`src/rtl/axi4l_rr_arbiter.sv`:
```
// rtl/axi4l_rr_arbiter.sv - two-master to one-slave AXI4-Lite round-robin arbiter
// Purpose: independent write and read arbitration of upstream ports s0/s1 onto m_*.
// Ports: clk_i/rst_ni (async active-low), s0_*/s1_* upstream AXI4-Lite slave ports,
//        m_* downstream AXI4-Lite master port. One outstanding transaction per path.
module axi4l_rr_arbiter #(
    parameter int ADDR_WIDTH = 32,
    parameter int DATA_WIDTH = 32
) (
    input  logic                    clk_i,
    input  logic                    rst_ni,
    input  logic [ADDR_WIDTH-1:0]   s0_awaddr_i,
    input  logic [2:0]              s0_awprot_i,
    input  logic                    s0_awvalid_i,
    output logic                    s0_awready_o,
    input  logic [DATA_WIDTH-1:0]   s0_wdata_i,
    input  logic [DATA_WIDTH/8-1:0] s0_wstrb_i,
    input  logic                    s0_wvalid_i,
    output logic                    s0_wready_o,
    output logic [1:0]              s0_bresp_o,
    output logic                    s0_bvalid_o,
    input  logic                    s0_bready_i,
    input  logic [ADDR_WIDTH-1:0]   s0_araddr_i,
    input  logic [2:0]              s0_arprot_i,
    input  logic                    s0_arvalid_i,
    output logic                    s0_arready_o,
    output logic [DATA_WIDTH-1:0]   s0_rdata_o,
    output logic [1:0]              s0_rresp_o,
    output logic                    s0_rvalid_o,
    input  logic                    s0_rready_i,
    input  logic [ADDR_WIDTH-1:0]   s1_awaddr_i,
    input  logic [2:0]              s1_awprot_i,
    input  logic                    s1_awvalid_i,
    output logic                    s1_awready_o,
    input  logic [DATA_WIDTH-1:0]   s1_wdata_i,
    input  logic [DATA_WIDTH/8-1:0] s1_wstrb_i,
    input  logic                    s1_wvalid_i,
    output logic                    s1_wready_o,
    output logic [1:0]              s1_bresp_o,
    output logic                    s1_bvalid_o,
    input  logic                    s1_bready_i,
    input  logic [ADDR_WIDTH-1:0]   s1_araddr_i,
    input  logic [2:0]              s1_arprot_i,
    input  logic                    s1_arvalid_i,
    output logic                    s1_arready_o,
    output logic [DATA_WIDTH-1:0]   s1_rdata_o,
    output logic [1:0]              s1_rresp_o,
    output logic                    s1_rvalid_o,
    input  logic                    s1_rready_i,
    output logic [ADDR_WIDTH-1:0]   m_awaddr_o,
    output logic [2:0]              m_awprot_o,
    output logic                    m_awvalid_o,
    input  logic                    m_awready_i,
    output logic [DATA_WIDTH-1:0]   m_wdata_o,
    output logic [DATA_WIDTH/8-1:0] m_wstrb_o,
    output logic                    m_wvalid_o,
    input  logic                    m_wready_i,
    input  logic [1:0]              m_bresp_i,
    input  logic                    m_bvalid_i,
    output logic                    m_bready_o,
    output logic [ADDR_WIDTH-1:0]   m_araddr_o,
    output logic [2:0]              m_arprot_o,
    output logic                    m_arvalid_o,
    input  logic                    m_arready_i,
    input  logic [DATA_WIDTH-1:0]   m_rdata_i,
    input  logic [1:0]              m_rresp_i,
    input  logic                    m_rvalid_i,
    output logic                    m_rready_o
);

    typedef enum logic [1:0] {W_IDLE = 2'd0, W_XFER = 2'd1, W_RESP = 2'd2} w_state_t;
    typedef enum logic [1:0] {R_IDLE = 2'd0, R_ADDR = 2'd1, R_RESP = 2'd2} r_state_t;

    w_state_t w_state;
    r_state_t r_state;
    logic     w_gnt, w_last, aw_done, w_done;
    logic     r_gnt, r_last;

    logic w_busy, w_xfer, w_resp, r_busy, r_addr, r_resp;
    logic w_pick, r_pick, aw_hs, w_hs;

    assign w_busy = (w_state != W_IDLE);
    assign w_xfer = (w_state == W_XFER);
    assign w_resp = (w_state == W_RESP);
    assign r_busy = (r_state != R_IDLE);
    assign r_addr = (r_state == R_ADDR);
    assign r_resp = (r_state == R_RESP);

    // On a tie the master that did not win last time on this path gets the grant.
    assign w_pick = (s0_awvalid_i & s1_awvalid_i) ? ~w_last : s1_awvalid_i;
    assign r_pick = (s0_arvalid_i & s1_arvalid_i) ? ~r_last : s1_arvalid_i;

    // Write path: downstream side, muxed from the granted master.
    assign m_awaddr_o  = !w_busy ? '0 : (w_gnt ? s1_awaddr_i : s0_awaddr_i);
    assign m_awprot_o  = !w_busy ? '0 : (w_gnt ? s1_awprot_i : s0_awprot_i);
    assign m_wdata_o   = !w_busy ? '0 : (w_gnt ? s1_wdata_i  : s0_wdata_i);
    assign m_wstrb_o   = !w_busy ? '0 : (w_gnt ? s1_wstrb_i  : s0_wstrb_i);
    // Each beat is offered once; its done flag masks repeats from the master.
    assign m_awvalid_o = w_xfer & ~aw_done & (w_gnt ? s1_awvalid_i : s0_awvalid_i);
    assign m_wvalid_o  = w_xfer & ~w_done  & (w_gnt ? s1_wvalid_i  : s0_wvalid_i);
    assign m_bready_o  = w_resp & (w_gnt ? s1_bready_i : s0_bready_i);
    assign aw_hs       = m_awvalid_o & m_awready_i;
    assign w_hs        = m_wvalid_o & m_wready_i;

    // Write path: upstream side, only the granted master sees activity.
    assign s0_awready_o = w_xfer & ~w_gnt & ~aw_done & m_awready_i;
    assign s1_awready_o = w_xfer &  w_gnt & ~aw_done & m_awready_i;
    assign s0_wready_o  = w_xfer & ~w_gnt & ~w_done & m_wready_i;
    assign s1_wready_o  = w_xfer &  w_gnt & ~w_done & m_wready_i;
    assign s0_bvalid_o  = w_resp & ~w_gnt & m_bvalid_i;
    assign s1_bvalid_o  = w_resp &  w_gnt & m_bvalid_i;
    assign s0_bresp_o   = (w_resp & ~w_gnt) ? m_bresp_i : 2'b00;
    assign s1_bresp_o   = (w_resp &  w_gnt) ? m_bresp_i : 2'b00;

    // Read path.
    assign m_araddr_o   = !r_busy ? '0 : (r_gnt ? s1_araddr_i : s0_araddr_i);
    assign m_arprot_o   = !r_busy ? '0 : (r_gnt ? s1_arprot_i : s0_arprot_i);
    assign m_arvalid_o  = r_addr & (r_gnt ? s1_arvalid_i : s0_arvalid_i);
    assign m_rready_o   = r_resp & (r_gnt ? s1_rready_i : s0_rready_i);
    assign s0_arready_o = r_addr & ~r_gnt & m_arready_i;
    assign s1_arready_o = r_addr &  r_gnt & m_arready_i;
    assign s0_rvalid_o  = r_resp & ~r_gnt & m_rvalid_i;
    assign s1_rvalid_o  = r_resp &  r_gnt & m_rvalid_i;
    assign s0_rdata_o   = (r_resp & ~r_gnt) ? m_rdata_i : '0;
    assign s1_rdata_o   = (r_resp &  r_gnt) ? m_rdata_i : '0;
    assign s0_rresp_o   = (r_resp & ~r_gnt) ? m_rresp_i : 2'b00;
    assign s1_rresp_o   = (r_resp &  r_gnt) ? m_rresp_i : 2'b00;

    always_ff @(posedge clk_i or negedge rst_ni) begin
        if (!rst_ni) begin
            w_state <= W_IDLE;
            w_gnt   <= 1'b0;
            w_last  <= 1'b1;
            aw_done <= 1'b0;
            w_done  <= 1'b0;
        end else begin
            case (w_state)
                W_IDLE: begin
                    if (s0_awvalid_i | s1_awvalid_i) begin
                        w_gnt   <= w_pick;
                        w_last  <= w_pick;
                        w_state <= W_XFER;
                    end
                end
                W_XFER: begin
                    aw_done <= aw_done | aw_hs;
                    w_done  <= w_done | w_hs;
                    if ((aw_done | aw_hs) & (w_done | w_hs)) begin
                        w_state <= W_RESP;
                    end
                end
                W_RESP: begin
                    if (m_bvalid_i & m_bready_o) begin
                        w_state <= W_IDLE;
                        aw_done <= 1'b0;
                        w_done  <= 1'b0;
                    end
                end
                default: w_state <= W_IDLE;
            endcase
        end
    end

    always_ff @(posedge clk_i or negedge rst_ni) begin
        if (!rst_ni) begin
            r_state <= R_IDLE;
            r_gnt   <= 1'b0;
            r_last  <= 1'b1;
        end else begin
            case (r_state)
                R_IDLE: begin
                    if (s0_arvalid_i | s1_arvalid_i) begin
                        r_gnt   <= r_pick;
                        r_last  <= r_pick;
                        r_state <= R_ADDR;
                    end
                end
                R_ADDR: begin
                    if (m_arvalid_o & m_arready_i) begin
                        r_state <= R_RESP;
                    end
                end
                R_RESP: begin
                    if (m_rvalid_i & m_rready_o) begin
                        r_state <= R_IDLE;
                    end
                end
                default: r_state <= R_IDLE;
            endcase
        end
    end

endmodule

```
`config.mk`:
```
export PLATFORM = sky130hd
export DESIGN_NAME = axi4l_rr_arbiter
export DESIGN_NICKNAME = d
export VERILOG_FILES = /design/src/rtl/axi4l_rr_arbiter.sv
export SDC_FILE = /design/constraint.sdc
export NUM_CORES = 1
export LEC_CHECK = 0
export CAP_MARGIN = 5
export CORE_AREA = 3 3 179 181
export CTS_BUF_LIST = sky130_fd_sc_hd__clkbuf_16
export DETAILED_ROUTE_END_ITERATION = 7
export DIE_AREA = 0 0 182 184
export GPL_TIMING_DRIVEN = 1
export PLACE_DENSITY = 0.41
export SYNTH_ARGS = -nofsm -noshare
export SYNTH_HDL_FRONTEND = slang
export SYNTH_SLANG_ARGS = --single-unit
```
`constraint.sdc`:
```
create_clock -name clk_i -period 4.9 [get_ports clk_i]
set_clock_uncertainty 0.15 [all_clocks]
set_input_delay 0.98 -clock clk_i [delete_from_list [all_inputs] [get_ports clk_i]]
set_output_delay 0.98 -clock clk_i [all_outputs]
set_load 0.1 [all_outputs]
```
==> results of run 1 <==
==> metal layers <==
| layer | wire length, microns | global-route usage, % |
|---|---|---|
| met4 | 40 | 0.640 |
| met3 | 1310 | 1.96 |
| met5 | 0 | 0 |
| met2 | 10300 | 19.7 |
| met1 | 7500 | 11.9 |
==> placed cells by master, fill, tap and decap left out <==
master | netlist | routed
o32ai_2 | 1 | 1
nor2_2 | 0 | 1
nor2_1 | 117 | 115
a31oi_1 | 2 | 2
and2_1 | 70 | 70
o21ai_0 | 2 | 2
nor3_1 | 9 | 9
o31a_1 | 2 | 2
nor4b_2 | 0 | 2
a21oi_1 | 5 | 5
nor2b_1 | 1 | 1
dfrtp_4 | 0 | 1
buf_4 | 3 | 201
nor2_4 | 0 | 1
nand2_1 | 8 | 8
mux2i_1 | 111 | 111
clkinv_1 | 0 | 1
a32o_1 | 2 | 2
mux2_2 | 1 | 1
clkbuf_16 | 0 | 3
inv_1 | 5 | 5
nor4_2 | 0 | 2
dfrtp_1 | 8 | 6
clkdlybuf4s50_1 | 0 | 264
dfrtp_2 | 0 | 1
nand2b_1 | 4 | 4
nor3b_1 | 1 | 1
dfstp_2 | 2 | 2
diode_2 | 0 | 1
==> cells by family after synthesis <==
| group | synth area share [%] |
|---|---|
| AOI/OAI and AO/OA | 3.79 |
| DFF | 9.44 |
| muxes | 41.9 |
| and+or+nand+nor | 38.1 |
| buffers and inverters | 6.73 |
==> synthesized netlist by cell type (3+ instances only) <==
| cell type | n | share of area [%] |
|---|---|---|
| buf_4 | 3 | 0.84 |
| mux2i_1 | 111 | 41 |
| clkbuf_1 | 7 | 0.98 |
| nor3_1 | 9 | 1.7 |
| dfrtp_1 | 8 | 7.5 |
| a21oi_1 | 5 | 0.93 |
| nand2b_1 | 4 | 0.93 |
| nand2_1 | 8 | 1.1 |
| buf_2 | 16 | 3.0 |
| clkbuf_2 | 5 | 0.93 |
| nor2_1 | 117 | 16 |
| inv_1 | 5 | 0.70 |
| and2_1 | 70 | 16 |
==> area by class of cell <==
type                       count  area [sq um]  area share [%]
clock buffer                   3          75.1            1.03
antenna                        1          2.50          0.0344
sequential                    10           258            3.54
clock inverter                 1          3.75          0.0515
timing repair buffer         465          4150            57.0
multi-input combinational    340          2280            31.3
tap                          396           495            6.80
inverter                       5          18.8           0.258
==> worst max-delay path: stages, from the launching register on <==
cell,delay [ns]
dfrtp_4,1.10
buf_4,0.39
mux2i_1,0.13
nor3_1,0.15
buf_4,0.33
==> state kept, by name, summed over array words and instances, names as in the netlist <==
register and count:
w_gnt 1, r_gnt 1, r_state 2, r_last 1
w_state 2, w_done 1, w_last 1, aw_done 1
==> how the worst min path moves through the flow <==
stage	start	to	slack (ns)
after floorplan	r_last	r_last	0.35
after global placement	w_last	w_last	0.37
after detailed placement	r_last	r_last	0.37
after CTS	r_last	r_last	0.38
after global routing	w_last	w_last	0.41
final	r_last	r_last	0.38
==> stage by stage <==
stage	util, %	instances	hold slack, ns	instance area (sq um)	worst slack [ns]
3_5_place_dp	23.5	1216	0.371	7200	1.54
3_3_place_gp	23.5	1216	0.374	7200	1.56
2_1_floorplan	-	388	0.354	2700	0.515
4_1_cts	23.8	1220	0.378	7280	1.35
5_1_grt	23.8	1220	0.409	7280	1.19
6_report	23.8	1221	0.377	7280	1.34
==> results.toml, run 1 <==
[status]
status = "complete, no violations"

[critical_path]
path_max_fanout = 61
ff2ff_setup_slack_ns = 2.29
cp.required_ns = 3.77
r2r-end = "w_state[0]"
r2r_start = "w_gnt"
reg2reg_depth = 5
crit_path_end_kind = "primary output"
crit_type = "register to primary output"
setup.worst_path.start = "w_gnt"
crit_arrival_ns = 2.43
cp-endpoint = "m_wvalid_o"
critPathLaunchType = "register"

[grt]
gr-usage-all-layers_pct = 10.1
grt_pass1_vias = 4148
grt_max_degree = 62
grt-ovfl-total = 0
grt_antenna_before_repair = 0
grt_pass1_wl_microns = 26200

[timing]
slew_viol_final = 0
fmax_mhz = 281
setup-tns-final_ns = 0
max_slew_margin_pct = 29.0
fin_crit_sh_pct = 72.6
worst_pin_slew_ns = 1.07
period_minus_slack_ns = 3.56
finalSetupViolations = 0
finalHoldViolCount = 0
grt_setup_unrepaired = "false"

[floorplanning]
coreArea_sq_mm = 0.0306
die_w_microns = 182
dieArea_sq_mm = 0.0335
initial_utilization_pct = 8.75
io_pins = 458
rows = 64
die_y_microns = 184

[cts]
cts_hold_buf = 0
cts_buffer_depth = 2
numClockSinks = 10
clock_latency_ns = 0.25
cts_buffers = 3
cts_tree = "done"
cts_resized = 0
cts_setup_buffers = 0
root_buffer = "clkbuf_16"
clkTransAtPathRegs_ns = 0.05
ctsHtreeMaxLevel = 1

[synthesis]
synthesis.nets = 653
synthCells = 388
ys_ff_latch = 10
synth_enable_flop_cells = 0
synth_ff_type = "dfrtp_1"
synth_warnings = 0
ys_seq_area_share_pct = 9.44
synth.distinct_cells = 25
syn_area_sq_mm = 0.00268
ys_async_sr_fraction_pct = 100
syn_area_per_cell_sq_um = 6.90

[run]
maxCapViolCount = 0

[finish]
drive_gt1_share_pct = 26.2
nets = 1090
area_growth_pct = 172
fillers = 3384

[drt]
drc = 0
wire_per_inst_microns = 15.7
wl_microns = 19200
viasPerCell = 3.48
dr.pass1.iters = 4
vias = 4248
drt_iter0_drc = 84
drtAntennaViolNets = 0

[placed_design]
gp_congestion = 0.742
dp_hpwl_microns = 16600
io_buffers = 457

[hold_path]
min_path_cells = 2
hp-class = "register to register"
Power of run 1 is not shown: default switching activity piles up to over one toggle a cycle in this logic, so the estimate is an artifact.
==> run 2: changes to the inputs <==
--- a/config.mk
+++ b/config.mk
@@ -6,12 +6,12 @@
 export NUM_CORES = 1
 export LEC_CHECK = 0
 export CAP_MARGIN = 5
-export CORE_AREA = 3 3 179 181
+export CORE_AREA = 3 3 176 178
 export CTS_BUF_LIST = sky130_fd_sc_hd__clkbuf_16
 export DETAILED_ROUTE_END_ITERATION = 7
-export DIE_AREA = 0 0 182 184
+export DIE_AREA = 0 0 179 181
 export GPL_TIMING_DRIVEN = 1
-export PLACE_DENSITY = 0.41
+export PLACE_DENSITY = 0.42
 export SYNTH_ARGS = -nofsm -noshare
 export SYNTH_HDL_FRONTEND = slang
 export SYNTH_SLANG_ARGS = --single-unit
==> constraint.sdc (replaced) <==
create_clock -name clk_i -period 3.4 [get_ports clk_i]
set_clock_uncertainty 0.15 [all_clocks]
set_input_delay 0.68 -clock clk_i [delete_from_list [all_inputs] [get_ports clk_i]]
set_output_delay 0.68 -clock clk_i [all_outputs]
set_load 0.1 [all_outputs]
==> run 2 against run 1 <==
Against the previous run: sequential share of layout area fell by 0.48 points; global-route usage increased by 1.3 points; via count increased by 2.5%; first-iteration DRC count is 1.2% lower; setup slack got worse by 0.85 ns; critical endpoint is now m_awaddr_o[23].
==> results.toml, run 2 (synthesis results as in run 1) <==
[timing]
fmax_mhz = 344
max_slew_margin_pct = 59.4
slew_viol_final = 0
finalSetupViolations = 0
fin_crit_sh_pct = 85.5
worst_pin_slew_ns = 0.609
finalHoldViolCount = 0
period_minus_slack_ns = 2.91
grt_setup_unrepaired = "false"

[cts]
ctsHtreeMaxLevel = 1
numClockSinks = 10
cts_buffers = 3
cts_setup_buffers = 0
root_buffer = "clkbuf_16"
cts_buffer_depth = 2
cts_resized = 0
clock_latency_ns = 0.24
cts_hold_buf = 0
clkTransAtPathRegs_ns = 0.05
cts_tree = "done"

[finish]
area_growth_pct = 215
drive_gt1_share_pct = 26.9
final_cell_mix = "264 x clkdlybuf4s50_1, 113 x nor2_1, 112 x buf_4"
reg_top3 = "r_state x2, w_state x2"
nets = 1091
final_common_cell = "clkdlybuf4s50_1"
finalNonFillerCells = 1216

[grt]
grt_max_degree = 77
grt-ovfl-total = 0
grt_pass1_vias = 4419
grt_antenna_before_repair = 1
grt_pass1_wl_microns = 28200
gr-usage-all-layers_pct = 11.4

[hold_path]
min_path_cells = 2
hp-start = "r_last"
worstHoldEndpoint = "r_last"
hp-class = "register to register"

[drt]
vias = 4353
drc = 0
wl_microns = 20100
dr_wl_met2_microns = 10800
drtAntennaViolNets = 0
wl_met1_microns = 7550
route.met3.wl_microns = 1580
top_layer_used = "met5"
dr.pass1.iters = 4
viasPerCell = 3.58
wire_per_inst_microns = 16.6
drt_iter0_drc = 83

[critical_path]
r2r_start = "w_gnt"
cpMostUsedCell = "buf_4"
critPathLaunchType = "register"
cp_slowest_stage_delay_ns = 0.82
crit_arrival_ns = 2.08
crit_type = "register to primary output"
path_max_fanout = 36
r2r-end = "w_state[0]"
critical_path.slowest_cell = "dfrtp_4"
reg2reg_depth = 4
cp.required_ns = 2.57
crit_path_end_kind = "primary output"
ff2ff_setup_slack_ns = 1.42
path_cells = "buf_4 -> mux2i_1 -> nor2_1 -> buf_4"

[placed_design]
place_inst = 1211
io_buffers = 457
dp_hpwl_microns = 17400
gp_congestion = 0.822

[status]
status = "complete, no violations"

[floorplanning]
die_y_microns = 181
initial_utilization_pct = 9.06
rows = 63
coreArea_sq_mm = 0.0296
io_pins = 458
dieArea_sq_mm = 0.0324
die_w_microns = 179

[run]
maxCapViolCount = 0
[run 2: worst max-delay path, delay by kind of cell (launching register included)]
family / cells / cell delay (ns)
and+or+nand+nor: 1 / 0.07
buffers and inverters: 2 / 0.62
muxes: 1 / 0.31
DFF: 1 / 0.82
[run 2: layer usage]
layer,global-route usage [%],vias to the layer above
met5,0,-
met4,1.28,2
met3,2.69,14
met2,22.0,198
met1,12.8,1971
li1,-,2168
[run 2: how the worst max path moves through the flow]
stage / start / end / slack (ns) / cells after the start
finish: w_gnt / m_awaddr_o[23] / 0.49 / 4
global route: w_gnt / m_awaddr_o[23] / 0.36 / 4
detailed placement: m_awready_i / s0_awready_o / 0.65 / 4
global placement: m_awready_i / s0_awready_o / 0.65 / 4
CTS: w_gnt / m_wdata_o[25] / 0.47 / 4
floorplan: w_gnt / s0_awready_o / -1.10 / 3
[run 2: per-stage QoR]
stage               hold slack (ns)  worst slack [ns]  cell area [sq um]  utilization, %  TNS [ns]
floorplan                     0.234             -1.10               2720               -     -2.89
global placement              0.367             0.654               8350            28.2         0
detailed placement            0.370             0.647               8350            28.2         0
CTS                           0.377             0.467               8430            28.5         0
global route                  0.427             0.358               8430            28.5         0
finish                        0.376             0.493               8430            28.5         0
[run 2: layout make-up]
cell class	count	area [sq um]
diodes	1	2.50
well taps	390	488
flip-flops and latches	10	258
clock buffers	3	75.1
clock inverters	1	3.75
fillers	3140	21100
multi-input cells	340	2300
repair buffers	466	5290
inverters	5	18.8
Power of run 2 is left out for the same reason.
==> run 3: changes to the inputs <==
--- a/config.mk
+++ b/config.mk
@@ -5,6 +5,7 @@
 export SDC_FILE = /design/constraint.sdc
 export NUM_CORES = 1
 export LEC_CHECK = 0
+export ABC_AREA = 1
 export CAP_MARGIN = 5
 export CORE_AREA = 3 3 176 178
 export CTS_BUF_LIST = sky130_fd_sc_hd__clkbuf_16
==> run 3 against run 2 <==
Against the previous run: final area up 14%; critical path depth unchanged; setup slack better by 0.11 ns; area after synthesis up 4.0%; die area unchanged; synthesized cell count up 47%; critical endpoint is now s1_rresp_o[1]; first-iteration DRC count up 52%; utilization up 4.0 points; non-clock buffer count down 3; sequential cell count unchanged.
==> results.toml, run 3 <==
[timing]
slew_viol_final = 0
fin_hold_ws_ns = 0.316
finalHoldViolCount = 0
fmax_mhz = 357
setup-tns-final_ns = 0
max_slew_margin_pct = 61.7
grt_setup_unrepaired = "false"
fin_crit_sh_pct = 82.3
period_minus_slack_ns = 2.80
worst_pin_slew_ns = 0.575
finalSetupViolations = 0

[critical_path]
crit_path_end_kind = "primary output"
reg2reg_depth = 9
critPathLaunchType = "register"
r2r-end = "w_state[0]"
crit_type = "register to primary output"
crit_arrival_ns = 1.97
ff2ff_setup_slack_ns = 1.26
r2r_start = "w_gnt"
cp.required_ns = 2.57
path_max_fanout = 39

[grt]
grt-ovfl-total = 0
grt_antenna_before_repair = 1
gr-usage-all-layers_pct = 12.9
grt_busiest_layer = "met2"
grt_pass1_wl_microns = 32300
globalRouteMet1Util_pct = 13.1
grt.met2_usage_pct = 25.0
grt_use_met3_pct = 5.09
grt_max_degree = 78
grt_pass1_vias = 5291

[synthesis]
synth_warnings = 0
yosys-top-cells-area = "nand2_1 33%, a21oi_1 19%, nor2_1 8.2%, dfrtp_1 7.2%, inv_1 6.6%"
synthCells = 572
synth.distinct_cells = 23
yosysTopAreaCell = "nand2_1"
ys_seq_area_share_pct = 9.08
synth.top_cells.by_count = "247 x nand2_1, 107 x a21oi_1, 61 x nor2_1"
ys_ff_latch = 10
synth_enable_flop_cells = 0
post-synth-top-count-cell = "nand2_1"
syn_area_per_cell_sq_um = 4.87
synth_ff_type = "dfrtp_1"
netlist.area_leader.share_pct = 33.3
syn_area_sq_mm = 0.00278
ys_async_sr_fraction_pct = 100
synthesis.nets = 837

[placed_design]
gp_congestion = 0.749
io_buffers = 457
dpl_cell_area_sq_mm = 0.00954
dp_hpwl_microns = 19400

[cts]
cts_hold_buf = 0
cts_setup_buffers = 0
cts_tree = "done"
numClockSinks = 10
cts_resized = 0
clkTransAtPathRegs_ns = 0.04
clock_latency_ns = 0.23
root_buffer = "clkbuf_16"
cts_buffer_depth = 2
ctsHtreeMaxLevel = 1
cts_buffers = 3

[hold_path]
hp-class = "register to register"
worstHoldEndpoint = "w_last"
min_path_cells = 2
hp-start = "w_last"

[drt]
viasPerCell = 3.72
drc = 0
drt_iter0_drc = 126
drtAntennaViolNets = 0
wl_microns = 22900
dr.pass1.iters = 4
vias = 5167
wire_per_inst_microns = 16.5

[finish]
stdcell_area_sq_mm = 0.00962
final_common_cell = "clkdlybuf4s50_1"
antenna_cells = 0
nets = 1265
fillers = 3136
area_growth_pct = 246
final_cell_mix = "264 x clkdlybuf4s50_1, 247 x nand2_1, 193 x buf_12"
reg_top3 = "r_state x2, w_state x2"
final_util_pct = 32.5
drive_gt1_share_pct = 24.4

[run]
maxCapViolCount = 0

[status]
status = "complete, no violations"

[floorplanning]
die_w_microns = 179
die_y_microns = 181
initial_utilization_pct = 9.42
rows = 63
io_pins = 458
dieArea_sq_mm = 0.0324
coreArea_sq_mm = 0.0296
run 3: final cells by class:
cell class | instances | area [sq um] | area share (%)
repair buffers | 463 | 6550 | 68.1
inverters | 54 | 203 | 2.11
multi-input cells | 468 | 2040 | 21.3
clock buffers | 3 | 75.1 | 0.780
well taps | 390 | 488 | 5.07
clock inverters | 1 | 3.75 | 0.0390
flip-flops and latches | 10 | 254 | 2.64
run 3: worst max-delay path by stage:
stage	from	to	slack, ns
floorplan	w_state[1]	s0_awready_o	-0.21
global placement	s0_awvalid_i	m_awvalid_o	0.68
detailed placement	s0_awvalid_i	m_awvalid_o	0.67
CTS	r_gnt	s1_rresp_o[1]	0.54
global route	r_gnt	s1_rresp_o[1]	0.46
finish	r_gnt	s1_rresp_o[1]	0.60
run 3: worst max-delay path, stage by stage (launching register included):
cell and delay [ns]:
dfrtp_1 0.35, buf_4 0.40, nand2_4 0.39, nor2_1 0.33, buf_12 0.21
run 3: stage by stage:
step / worst slack (ns) / instances
3_5_place_dp: 0.668 / 1385
3_3_place_gp: 0.679 / 1385
4_1_cts: 0.538 / 1389
2_1_floorplan: -0.211 / 572
5_1_grt: 0.464 / 1389
6_report: 0.601 / 1389
run 3: cells by family (layout without fill, tap and decap cells):
family / count (synthesis) / after routing / synth area share, %
DFF: 10 / 10 / 9.08
buffers and inverters: 94 / 521 / 18.1
and+or+nand+nor: 355 / 355 / 52.4
AOI/OAI and AO/OA: 113 / 113 / 20.4
run 3: metal layers:
layer  wire length (microns)  up-vias  share of wire, %
met5                      12        -             0.052
met4                     225        2              0.98
met3                    2700        8                12
met2                   11900      276                52
met1                    7990     2264                35
li1                        -     2617                 -
Power of run 3 is left out for the same reason.
